[src/rtl/muladd_pkg.sv]
// Shared types and constants for muladd_reconstruct: FSM state encoding,
// default operand sizing, and msb_index (used by the bench to predict early-exit latency).
package muladd_pkg;

  localparam int DEF_WIDTH = 32;
  localparam int DEF_CNT_W = 6;

  typedef enum logic [1:0] {
    ST_IDLE = 2'd0,
    ST_RUN  = 2'd1,
    ST_DONE = 2'd2
  } state_e;

  // Index of the highest set bit; 0 for a zero operand.
  function automatic int msb_index(input logic [63:0] v);
    int r;
    r = 0;
    for (int i = 0; i < 64; i++) begin
      if (v[i]) r = i;
    end
    return r;
  endfunction

endpackage

[src/rtl/muladd_reconstruct.sv]
// Sequential radix-2 shift-add: product = quotient * divisor + remainder.
// Build option MULADD_EARLY_EXIT_EN ends RUN once the remaining multiplier bits are zero.
module muladd_reconstruct
  import muladd_pkg::*;
#(
  parameter int WIDTH = DEF_WIDTH,
  parameter int CNT_W = DEF_CNT_W
) (
  input  logic               clk,
  input  logic               rst_n,
  input  logic               start,
  input  logic [WIDTH-1:0]   quotient,
  input  logic [WIDTH-1:0]   divisor,
  input  logic [WIDTH-1:0]   remainder,
  output logic               busy,
  output logic               done,
  output logic [2*WIDTH-1:0] product,
  output logic [WIDTH-1:0]   dividend,
  output logic               overflow,
  output logic               rem_invalid
);

  localparam logic [CNT_W-1:0] LAST_CNT = CNT_W'(WIDTH - 1);

  state_e               state_q, state_d;
  logic [2*WIDTH-1:0]   acc_q, acc_d;
  logic [2*WIDTH-1:0]   mcand_q, mcand_d;
  logic [WIDTH-1:0]     mplier_q, mplier_d;
  logic [CNT_W-1:0]     cnt_q, cnt_d;
  logic                 rinv_q, rinv_d;
  logic                 done_q, done_d;
  logic [2*WIDTH-1:0]   product_q, product_d;
  logic                 ovf_q, ovf_d;
  logic                 rem_invalid_q, rem_invalid_d;

  always_comb begin
    state_d       = state_q;
    acc_d         = acc_q;
    mcand_d       = mcand_q;
    mplier_d      = mplier_q;
    cnt_d         = cnt_q;
    rinv_d        = rinv_q;
    done_d        = 1'b0;
    product_d     = product_q;
    ovf_d         = ovf_q;
    rem_invalid_d = rem_invalid_q;

    case (state_q)
      ST_IDLE: begin
        if (start) begin
          acc_d    = {{WIDTH{1'b0}}, remainder};
          mcand_d  = {{WIDTH{1'b0}}, divisor};
          mplier_d = quotient;
          cnt_d    = '0;
          rinv_d   = (remainder >= divisor);
          state_d  = ST_RUN;
        end
      end
      ST_RUN: begin
        if (mplier_q[0]) acc_d = acc_q + mcand_q;
        mcand_d  = mcand_q << 1;
        mplier_d = mplier_q >> 1;
        cnt_d    = cnt_q + CNT_W'(1);
`ifdef MULADD_EARLY_EXIT_EN
        // Once no multiplier bits remain, later steps would add nothing.
        if ((mplier_d == '0) || (cnt_q == LAST_CNT)) state_d = ST_DONE;
`else
        if (cnt_q == LAST_CNT) state_d = ST_DONE;
`endif
      end
      ST_DONE: begin
        done_d        = 1'b1;
        product_d     = acc_q;
        ovf_d         = |acc_q[2*WIDTH-1:WIDTH];
        rem_invalid_d = rinv_q;
        state_d       = ST_IDLE;
      end
      default: state_d = ST_IDLE;
    endcase
  end

  always_ff @(posedge clk) begin
    if (!rst_n) begin
      state_q       <= ST_IDLE;
      acc_q         <= '0;
      mcand_q       <= '0;
      mplier_q      <= '0;
      cnt_q         <= '0;
      rinv_q        <= 1'b0;
      done_q        <= 1'b0;
      product_q     <= '0;
      ovf_q         <= 1'b0;
      rem_invalid_q <= 1'b0;
    end else begin
      state_q       <= state_d;
      acc_q         <= acc_d;
      mcand_q       <= mcand_d;
      mplier_q      <= mplier_d;
      cnt_q         <= cnt_d;
      rinv_q        <= rinv_d;
      done_q        <= done_d;
      product_q     <= product_d;
      ovf_q         <= ovf_d;
      rem_invalid_q <= rem_invalid_d;
    end
  end

  assign busy        = (state_q != ST_IDLE);
  assign done        = done_q;
  assign product     = product_q;
  assign dividend    = product_q[WIDTH-1:0];
  assign overflow    = ovf_q;
  assign rem_invalid = rem_invalid_q;

endmodule

[config.mk]
export PLATFORM = sky130hd
export DESIGN_NAME = muladd_reconstruct
export DESIGN_NICKNAME = d
export VERILOG_FILES = /design/src/rtl/muladd_pkg.sv /design/src/rtl/muladd_reconstruct.sv
export SDC_FILE = /design/constraint.sdc
export NUM_CORES = 1
export LEC_CHECK = 0
export BUFFER_PORTS_ARGS = -buffer_cell sky130_fd_sc_hd__buf_2
export CAP_MARGIN = 10
export CORE_UTILIZATION = 35
export CTS_BUF_LIST = sky130_fd_sc_hd__clkbuf_2 sky130_fd_sc_hd__clkbuf_4 sky130_fd_sc_hd__clkbuf_8
export CTS_CLUSTER_SIZE = 30
export DETAILED_ROUTE_END_ITERATION = 8
export GPL_ROUTABILITY_DRIVEN = 0
export PLACE_DENSITY = 0.6
export SYNTH_ARGS = -nofsm -noshare
export SYNTH_HDL_FRONTEND = slang
export SYNTH_SLANG_ARGS = --single-unit
[constraint.sdc]
create_clock -name clk -period 3.18 [get_ports clk]
set_input_delay 0 -clock clk [delete_from_list [all_inputs] [get_ports clk]]
set_output_delay 0 -clock clk [all_outputs]
set_load 0.01 [all_outputs]
# Word-level counts from Yosys, hierarchy flattened
# Index checks and enable logic that the tools add are counted.
[op_classes]
div_mod_pow = 0
n_reduce_logical = 8
bitwise = 0
mul = 0
n_lt_le_gt_ge = 1
shift = 0
n_mux = 13
n_addsub = 2
eq_ne = 6
[op_table]
columns = ["op", "n"]
rows = [
  ["one-hot mux 64 bit (2 select lines)", 2],
  ["two-way mux 64 bit", 3],
  ["adder 64 bit", 1],
  ["one-hot mux 32 bit (2 select lines)", 1],
  [">= comparator 32 bit", 1],
  ["two-way mux 32 bit", 1],
  ["OR reduction 32 bit", 1],
  ["one-hot mux 6 bit (2 select lines)", 1],
  ["adder 6 x 1 -> 6 bit (second input constant)", 1],
  ["== test 6 x 5 -> 1 bit (second input constant)", 1],
  ["two-way mux 6 bit", 1],
  ["!= test 2 bit (second input constant)", 3],
  ["AND reduction 2 bit", 3],
  ["two-way mux 2 bit", 2],
  ["one-hot mux 2 bit (2 select lines)", 1],
  ["nonzero test 2 bit", 2],
  ["AND reduction 3 bit", 1],
  ["== test 2 x 1 -> 1 bit (second input constant)", 1],
  ["== test 2 bit (second input constant)", 1],
  ["zero test 2 bit", 1],
  ["two-way mux 1 bit", 1],
]
[word_totals]
rom_bits = 0
latchBits = 0
regBits = 236
n_memories = 0
mem_bits_rw = 0
inputBits = 99

# Depth between registers and ports, before layout
# Gate-level depths: netlist of run 1.
[logic_depth]
depth_word = 3
ltp_mapped = 13
mapped_depth_nobuf = 13

# Least setup slack after synthesis of run 1
# OpenSTA, ideal clock, no wires.
[synth_timing]
path_kind = "reg-to-reg"
from = "register acc_q[0]"
to = "register acc_q[60]"
t_arrival_ps = 2594
setup_ps = 125
n_path_buf = 0
path_slack_ps = 461
path_stages_with_launch = 14
cell_sequence = "dfxtp_1 > ha_1 > fa_1 > a21oi_1 > o21ai_1 > a21o_2 > nand4_1 > nand3_1 > nand4b_1 > a21oi_2 > a211oi_1 > o41ai_2 > xnor2_1 > o21ai_1"
[synth_via]
elab_chain_cells = 3
[synth_lines]
columns = ["element", "line_no", "text"]
rows = [
  ["start: declaration", "muladd_reconstruct.sv:26", "logic [2*WIDTH-1:0] acc_q, acc_d;"],
  ["start signal: assignment", "muladd_reconstruct.sv:85", "acc_q <= '0;"],
  ["start signal: assignment", "muladd_reconstruct.sv:96", "acc_q <= acc_d;"],
  ["adder 64 bit", "muladd_reconstruct.sv:60", "if (mplier_q[0]) acc_d = acc_q + mcand_q;"],
  ["two-way mux 64 bit", "muladd_reconstruct.sv:60", ""],
  ["one-hot mux 64 bit (2 select lines)", "muladd_reconstruct.sv:48", "case (state_q)"],
]
# No other way between the ends. The select of a mux whose other input is x is not followed.
# A chain may end at the register's enable or synchronous reset.

# Worst setup path in the final report of run 1
[layout_timing]
from = "register acc_q[0]"
to = "register acc_q[42]"
# The elaborated chain is that of the path after synthesis.

==> Implementation_results.wiki, run 1 <==
{| class="wikitable"
! Metric !! Value
|-
| Run status || completed
|-
| Maximum VDD drop || about 370 uV
|-
| Width of the die || between 150 and 200 microns
|-
| Boundary Pins || slightly below 200
|-
| Area enclosed by the die boundary || 0.0391 sq mm
|-
| Final setup vio count || 0
|-
| TritonCTS clock tree || done
|-
| Vias per cell || 5.37
|-
| Slew HR || roughly a quarter
|-
| Sequential area share after synthesis || 35.3%
|-
| Power Density || between 400 and 500 mW/mm^2
|-
| Detailed Routing Iterations Pass 1 || 5
|-
| Clock slew seen by the registers of the worst setup and hold paths || roughly 0.07 ns
|-
| Clock latency reported for the late side of the worst-skew pair || approximately 0.58 ns
|-
| Dpl hpwl || between 20000 and 30000 microns
|-
| Number of buffers added for setup after CTS || 0
|-
| Total Routing Usage GR || a little over a fifth
|-
| Minimum period implied by the final worst setup slack || 3.04 ns
|-
| XOR/XNOR Fraction of Synth Area || approximately 4.0%
|-
| Vias || around 13000
|-
| Ys flop type || sky130_fd_sc_hd__dfxtp_1
|-
| Wirelength per Cell || 17.0 microns
|-
| Footprint of the multi-input gates || around 0.0079 sq mm
|-
| Final wirelength || between 40000 and 50000 microns
|-
| Placeable core region || around 0.038 sq mm
|-
| Final critical-path share of the clock period || roughly 96%
|-
| Leading area contributor after synthesis || sky130_fd_sc_hd__dfxtp_1
|-
| Number of rows in the core area || 71
|-
| Register bit total from synthesis || around 240
|-
| Total number of yosys warnings || 0
|-
| Number of standard cells in the layout, taps in and fillers out || ~2500
|-
| Post-synthesis async set-or-reset flop share || 0%
|-
| Initial antenna violation count || 2
|-
| Number of antenna-violating nets in the routed design || 0
|-
| FILL cells || about 3800
|-
| Pre-CTS worst setup slack || 0.113 ns
|-
| Netlist cell types || 65
|-
| Minimum setup slack in the final design || around 0.14 ns
|-
| Initial core utilization || between 30 and 40%
|-
| Die H || roughly 200 microns
|-
| Area share of the leading cell type in the synthesized netlist || a little over a third
|-
| Average footprint of a synthesized cell || slightly below 8 sq um
|-
| Placement Cell Area || between 0.01 and 0.015 sq mm
|-
| DR DRC count || 0
|-
| Placed cell count || between 2000 and 2500
|-
| Total grt overflow || 0
|-
| Leak Pwr || about 7.3 nW
|-
| Number of buffers created by CTS || 43
|-
| Master cell of the clock root buffer || sky130_fd_sc_hd__clkbuf_8
|-
| Proportion of layout cells with a drive suffix above 1 || between 10% and 20%
|-
| Kind of critical path || reg2reg
|-
| Arithmetic-cell share of the synthesized area counting full adders, half adders and majority gates || under 10%
|-
| Clock net sink count || between 200 and 250
|-
| Endpoint required time on the critical path || around 3.7 ns
|-
| Most frequent cell after synthesis || sky130_fd_sc_hd__nand2_1
|-
| Clock Skews || 0.0356 ns
|-
| Vias in the first global route || 12943
|-
| Final Hold Slack || roughly 0.085 ns
|-
| Wire length of the first global-routing pass || between 60000 and 70000 microns
|-
| Endpoint kind of the worst setup timing path || flip-flop
|-
| Most frequent cells after synthesis || sky130_fd_sc_hd__nand2_1 (285), sky130_fd_sc_hd__dfxtp_1 (236), sky130_fd_sc_hd__a21oi_1 (186), sky130_fd_sc_hd__nor2_1 (181), sky130_fd_sc_hd__clkbuf_1 (101)
|-
| Quantity of I/O buffers inserted on ports || 198
|-
| Violation count after the first detailed-routing iteration || just over 800
|-
| Utilization after layout || between 40% and 50%
|-
| Maximum number of pins on one net before global-route repair || 92
|-
| Netlist area before placement || about 0.013 sq mm
|-
| Mapped Cells || roughly 1700
|-
| Complex-gate fraction of the synthesized area || around a quarter
|-
| Slew Limit Fails || 0
|-
| Maximum fanout count along the critical path || 3
|-
| Synth Area in Simple Gates || 20.4%
|-
| CP arrival || 3.52 ns
|-
| Mux contribution to synthesized area || less than 1%
|-
| Worst Hold Class || in2reg
|-
| Area delta synth->final || 24.5%
|-
| NumNets Final || around 2200
|-
| Max clock buf depth || 3
|-
| Net count of the mapped netlist || roughly 1900
|-
| Max Freq || between 300 and 400 MHz
|-
| Maxcap violations || 0
|-
| Setup TNS Final || 0 ns
|-
| Most area-consuming cells after synthesis || sky130_fd_sc_hd__dfxtp_1 (35%), sky130_fd_sc_hd__ha_1 (9.0%), sky130_fd_sc_hd__nand2_1 (8.0%)
|-
| Final design area excluding fillers || 0.0167 sq mm
|-
| Worst-margin pin slew || approximately 1.1 ns
|-
| PnR Total Power || ~7.7 mW
|-
| Number of enable-type register cells in the synthesized netlist || 0
|-
| Largest family of logic cells by synthesized area || compound AO/OA/AOI/OAI gates
|-
| Total count of hold-check failures in the final report || 0
|-
| Area taken by flip-flops and latches || between 0.004 and 0.005 sq mm
|-
| Critical path launch point type || flip-flop
|-
| H-Tree Depth || 2
|}
## state kept, by name, indices dropped and copies added (netlist names)
register,cells
cnt_q,6
mplier_q,32
rinv_q,1
rem_invalid,1
overflow,1
mcand_q,64
product,64
acc_q,64
done,1
state_q,2
## area by class of cell
class,instances,share of cell area [%]
Sequential cell,236,28.3
Clock inverter,6,0.630
Tap cell,511,3.83
Multi-Input combinational cell,1297,47.5
Timing Repair Buffer,328,13.6
Inverter,49,1.10
Antenna cell,2,0.0300
Clock buffer,67,4.93
## cells in the final DEF, fill, tap and decap left out, types with 4 or more instances in the layout
cell type / instances
sky130_fd_sc_hd__dlygate4sd3_1: 103
sky130_fd_sc_hd__buf_2: 197
sky130_fd_sc_hd__o21ai_0: 71
sky130_fd_sc_hd__ha_1: 95
sky130_fd_sc_hd__buf_12: 4
sky130_fd_sc_hd__a21o_1: 41
sky130_fd_sc_hd__o211ai_1: 19
sky130_fd_sc_hd__o21bai_1: 18
sky130_fd_sc_hd__nor3_1: 13
sky130_fd_sc_hd__nor4_1: 11
sky130_fd_sc_hd__clkbuf_8: 51
sky130_fd_sc_hd__clkbuf_4: 16
sky130_fd_sc_hd__a31oi_1: 12
sky130_fd_sc_hd__o21a_1: 5
sky130_fd_sc_hd__a21oi_2: 6
sky130_fd_sc_hd__nor3b_1: 4
sky130_fd_sc_hd__nand2b_1: 8
sky130_fd_sc_hd__a21oi_1: 182
sky130_fd_sc_hd__o221ai_1: 64
sky130_fd_sc_hd__xnor2_1: 35
sky130_fd_sc_hd__nand2_1: 283
sky130_fd_sc_hd__nor2_1: 180
sky130_fd_sc_hd__a21boi_0: 20
sky130_fd_sc_hd__buf_4: 24
sky130_fd_sc_hd__o211a_1: 17
sky130_fd_sc_hd__o21ai_1: 8
sky130_fd_sc_hd__inv_1: 48
sky130_fd_sc_hd__a211oi_1: 4
sky130_fd_sc_hd__nand4_1: 31
sky130_fd_sc_hd__a22o_1: 6
sky130_fd_sc_hd__and3_1: 6
sky130_fd_sc_hd__nor2b_1: 14
sky130_fd_sc_hd__dfxtp_1: 234
sky130_fd_sc_hd__nand3_1: 55
sky130_fd_sc_hd__xor2_1: 26
sky130_fd_sc_hd__or3_1: 4
sky130_fd_sc_hd__and2_1: 5
## worst paths after layout
| check | slack [ns] | depth (start not counted) | start | end |
|---|---|---|---|---|
| worst max-delay path | 0.14 | 14 | acc_q[0] | acc_q[42] |
| worst min-delay path | 0.09 | 4 | start | mcand_q[35] |
| worst max register to register | 0.14 | 14 | acc_q[0] | acc_q[42] |
| worst min register to register | 0.45 | 2 | product[32] | product[32] |
## report_power, final
part	internal (mW)	switching, mW	total [mW]
clock network	1.87	1.31	3.19
logic	0.536	0.734	1.27
registers	3.09	0.116	3.21
total	5.50	2.16	7.66
## routing by layer
layer  part of all wire [%]  vias up  global-route usage, %
met5                  0.019        -                      0
li1                       -     6542                      -
met4                    3.1        2                   7.67
met2                     44      419                   34.6
met1                     47     6347                   28.6
met3                    6.2       95                   3.93
## cell families after synthesis
logic type / count (synthesis)
adder cells (fa/ha/maj): 97
flip-flops: 236
AO/OA/AOI/OAI: 505
XOR/XNOR: 61
AND/OR/NAND/NOR: 633
multiplexers: 1
buffers and inverters: 194
## critical path, stage by stage, from the launching register on
cell                      delay, ns
sky130_fd_sc_hd__dfxtp_1       0.32
sky130_fd_sc_hd__ha_1          0.23
sky130_fd_sc_hd__fa_1          0.43
sky130_fd_sc_hd__a21oi_2       0.17
sky130_fd_sc_hd__o21ai_1       0.07
sky130_fd_sc_hd__a21o_2        0.22
sky130_fd_sc_hd__nand4_1       0.15
sky130_fd_sc_hd__a31oi_2       0.16
sky130_fd_sc_hd__a41oi_2       0.27
sky130_fd_sc_hd__buf_4         0.16
sky130_fd_sc_hd__nor3_1        0.04
sky130_fd_sc_hd__or2_4         0.25
sky130_fd_sc_hd__a31oi_4       0.18
sky130_fd_sc_hd__xnor2_1       0.09
sky130_fd_sc_hd__a22o_1        0.19
## what timing repair did
item,in CTS,in global routing
endpoints found under the setup margin,0,12
hold buffers,103,0
resized for setup,0,17
endpoints found under the hold margin,100,0
No activity file was read; power rests on OpenSTA's default activity.
==> run 2: changes to the inputs <==
ABC_AREA = 1   (was not set)
==> run 2 against run 1 <==
  * Cell area is 15% higher
  * Sequential cell count unchanged
  * Area after synthesis up 17%
  * Sequential power is essentially flat
  * Wire length is 30% higher
  * Largest power group unchanged
  * Highest routed layer unchanged
  * Critical endpoint is now mplier_q[23]
  * Synthesized cell count up 45%
==> Implementation_results.wiki, run 2 <==
{| class="wikitable"
! Metric !! Value
|-
| Run status || completed
|-
| Routing usage on met3 || between 4 and 5%
|-
| Post-synthesis async set-or-reset flop share || 0%
|-
| Initial antenna violation count || 1
|-
| Placeable core region || about 0.044 sq mm
|-
| RSZ-0062 raised after global routing || false
|-
| Leading area contributor after synthesis || sky130_fd_sc_hd__dfxtp_1
|-
| Number of buffers added for setup after CTS || 0
|-
| Net count of the mapped netlist || 2702
|-
| Most area-consuming cells after synthesis || sky130_fd_sc_hd__dfxtp_1 (30%), sky130_fd_sc_hd__nand2_1 (18%), sky130_fd_sc_hd__inv_1 (11%)
|-
| Total grt overflow || 0
|-
| Clk network pwr share || around two fifths
|-
| Worst-margin pin slew || around 0.82 ns
|-
| Final critical-path share of the clock period || between 80% and 90%
|-
| Boundary Pins || 199
|-
| Global Route met2 Usage || approximately two fifths
|-
| Net switching power of the design || approximately 2.3 mW
|-
| Most heavily used metal layer in global routing || met2
|-
| CP arrival || ~3.2 ns
|-
| Cts repair resizes || 0
|-
| Endpoint required time on the critical path || 3.72 ns
|-
| Number of antenna repair diodes || 0
|-
| Critical path launch point type || flip-flop
|-
| Max clock buf depth || 3
|-
| Sequential area share after synthesis || a little under a third
|-
| GR met1 Demand/Resource || 31.5%
|-
| Worst Hold Class || in2reg
|-
| Dpl hpwl || about 40000 microns
|-
| Total count of hold-check failures in the final report || 0
|-
| Maxcap violations || 0
|-
| Most frequent cells in the layout || sky130_fd_sc_hd__nand2_1 (738), sky130_fd_sc_hd__inv_1 (447), sky130_fd_sc_hd__dfxtp_1 (236)
|-
| Wire length of the first global-routing pass || 88100 microns
|-
| Proportion of layout cells with a drive suffix above 1 || between 10% and 20%
|-
| Vias || roughly 17000
|-
| Sw Share || a little under a third
|-
| Clock latency reported for the late side of the worst-skew pair || slightly above 0.6 ns
|-
| Number of buffers created by CTS || between 40 and 50
|-
| Clock net sink count || between 200 and 250
|-
| Most common library cell in the layout ignoring fill and taps || sky130_fd_sc_hd__nand2_1
|-
| Violation count after the first detailed-routing iteration || roughly 1400
|-
| Area enclosed by the die boundary || about 0.046 sq mm
|-
| PnR Total Power || roughly 7.6 mW
|-
| Total Routing Usage GR || 24.6%
|-
| Netlist cell types || 41
|-
| Clock Skews || ~0.027 ns
|-
| Number of rows in the core area || 77
|-
| Die H || ~210 microns
|-
| Kind of critical path || reg2reg
|-
| Slew Limit Fails || 0
|-
| Placed cell count || 3200
|-
| Relative contribution of sequential cells to total power || roughly two fifths
|-
| Vias per cell || 5.00
|-
| Footprint of the multi-input gates || approximately 0.0086 sq mm
|-
| Setup TNS Final || 0 ns
|-
| Power Density || around 400 mW/mm^2
|-
| Register bit total from synthesis || approximately 240
|-
| Quantity of I/O buffers inserted on ports || 198
|-
| Number of enable-type register cells in the synthesized netlist || 0
|-
| Vias in the first global route || about 17000
|-
| Final setup vio count || 0
|-
| Master cell of the clock root buffer || sky130_fd_sc_hd__clkbuf_8
|-
| Quantity of hold-fixing buffers added after cts || 129
|-
| Ys flop type || sky130_fd_sc_hd__dfxtp_1
|-
| NumNets Final || just under 3000
|-
| Slew HR || a little under half
|-
| Endpoint kind of the worst setup timing path || flip-flop
|-
| Mapped Cells || approximately 2500
|-
| Total number of yosys warnings || 0
|-
| Area taken by flip-flops and latches || about 0.0047 sq mm
|-
| Max Freq || 379 MHz
|-
| Maximum number of pins on one net before global-route repair || slightly above 60
|-
| Most frequent cells after synthesis || sky130_fd_sc_hd__nand2_1 (739), sky130_fd_sc_hd__inv_1 (447), sky130_fd_sc_hd__dfxtp_1 (236), sky130_fd_sc_hd__nor2_1 (226), sky130_fd_sc_hd__a21oi_1 (173)
|-
| Utilization after layout || about 43%
|-
| DR DRC count || 0
|-
| Netlist area before placement || about 0.016 sq mm
|-
| Number of standard cells in the layout, taps in and fillers out || roughly 3400
|-
| Width of the die || between 200 and 250 microns
|-
| Maximum fanout count along the critical path || 48
|-
| Wirelength per Cell || ~16 microns
|-
| Area delta synth->final || 22.2%
|-
| Most frequent cell after synthesis || sky130_fd_sc_hd__nand2_1
|-
| Maximum VDD drop || between 300 and 400 uV
|-
| Leak Pwr || 9.87 nW
|-
| Initial core utilization || between 30 and 40%
|-
| Final wirelength || roughly 55000 microns
|-
| Clock slew seen by the registers of the worst setup and hold paths || around 0.060 ns
|-
| Comb power frac || 17.7%
|-
| Average footprint of a synthesized cell || ~6.2 sq um
|-
| Total internal power || approximately 5.3 mW
|-
| Minimum period implied by the final worst setup slack || 2.64 ns
|-
| Detailed Routing Iterations Pass 1 || 8
|-
| TritonCTS clock tree || done
|-
| Number of antenna-violating nets in the routed design || 0
|-
| FILL cells || 4623
|-
| Area share of the leading cell type in the synthesized netlist || between 30% and 40%
|-
| H-Tree Depth || 2
|}
-- run 2: path summary, 6_finish.rpt --
check,endpoint,depth (start not counted),slack [ns],startpoint
setup / recovery,mplier_q[23],7,0.54,state_q[1]
hold / removal,mcand_q[0],6,0.05,start
setup reg to reg,mplier_q[23],7,0.54,state_q[1]
hold reg to reg,mplier_q[2],2,0.45,mplier_q[2]
-- run 2: cell families (layout without fill, tap and decap cells) --
family,count (synthesis),count (layout),synth area share [%]
fa+ha+maj,97,97,7.80
flops,236,236,30.2
buf+inv,572,878,14.8
compound gates,426,426,16.2
xor+xnor,20,20,1.12
simple gates,1155,1155,29.9
-- run 2: metal layers --
layer  up-vias  share of wire (%)
met5         -              0.023
met4         2                3.6
met3       119                6.9
met2       602                 45
met1      7803                 45
li1       8486                  -
-- run 2: power by group through the flow --
stage	clock network (mW)	registers [mW]	logic, mW
finish	3.07	3.19	1.35
global route	3.28	3.20	1.49
CTS	3.15	3.19	1.32
detailed placement	0	3.25	1.17
global placement	0	3.24	1.15
floorplan	0	3.21	0.815
-- run 2: layout make-up --
type / count / share of cell area, %
inverter: 454 / 8.91
sequential: 236 / 24.7
clock buffer: 69 / 4.51
tap: 592 / 3.87
clock inverter: 6 / 0.196
multi-input combinational: 1698 / 45.0
timing repair buffer: 349 / 12.8
-- run 2: per-stage QoR --
stage | hold slack [ns] | worst slack [ns] | cell area, sq um
CTS | 0.00178 | 0.610 | 19100
floorplan | 0.148 | 1.24 | 15700
finish | 0.0464 | 0.543 | 19100
global placement | 0.257 | 0.662 | 16900
global route | 0.0447 | 0.382 | 19100
detailed placement | 0.263 | 0.655 | 16900
-- run 2: worst max-delay path: stages (launching register included) --
cell	delay (ns)
sky130_fd_sc_hd__dfxtp_1	0.45
sky130_fd_sc_hd__nor2_8	0.07
sky130_fd_sc_hd__inv_2	0.08
sky130_fd_sc_hd__buf_4	0.40
sky130_fd_sc_hd__buf_4	0.57
sky130_fd_sc_hd__o221ai_1	0.22
sky130_fd_sc_hd__dlygate4sd3_1	0.60
sky130_fd_sc_hd__a21oi_1	0.15
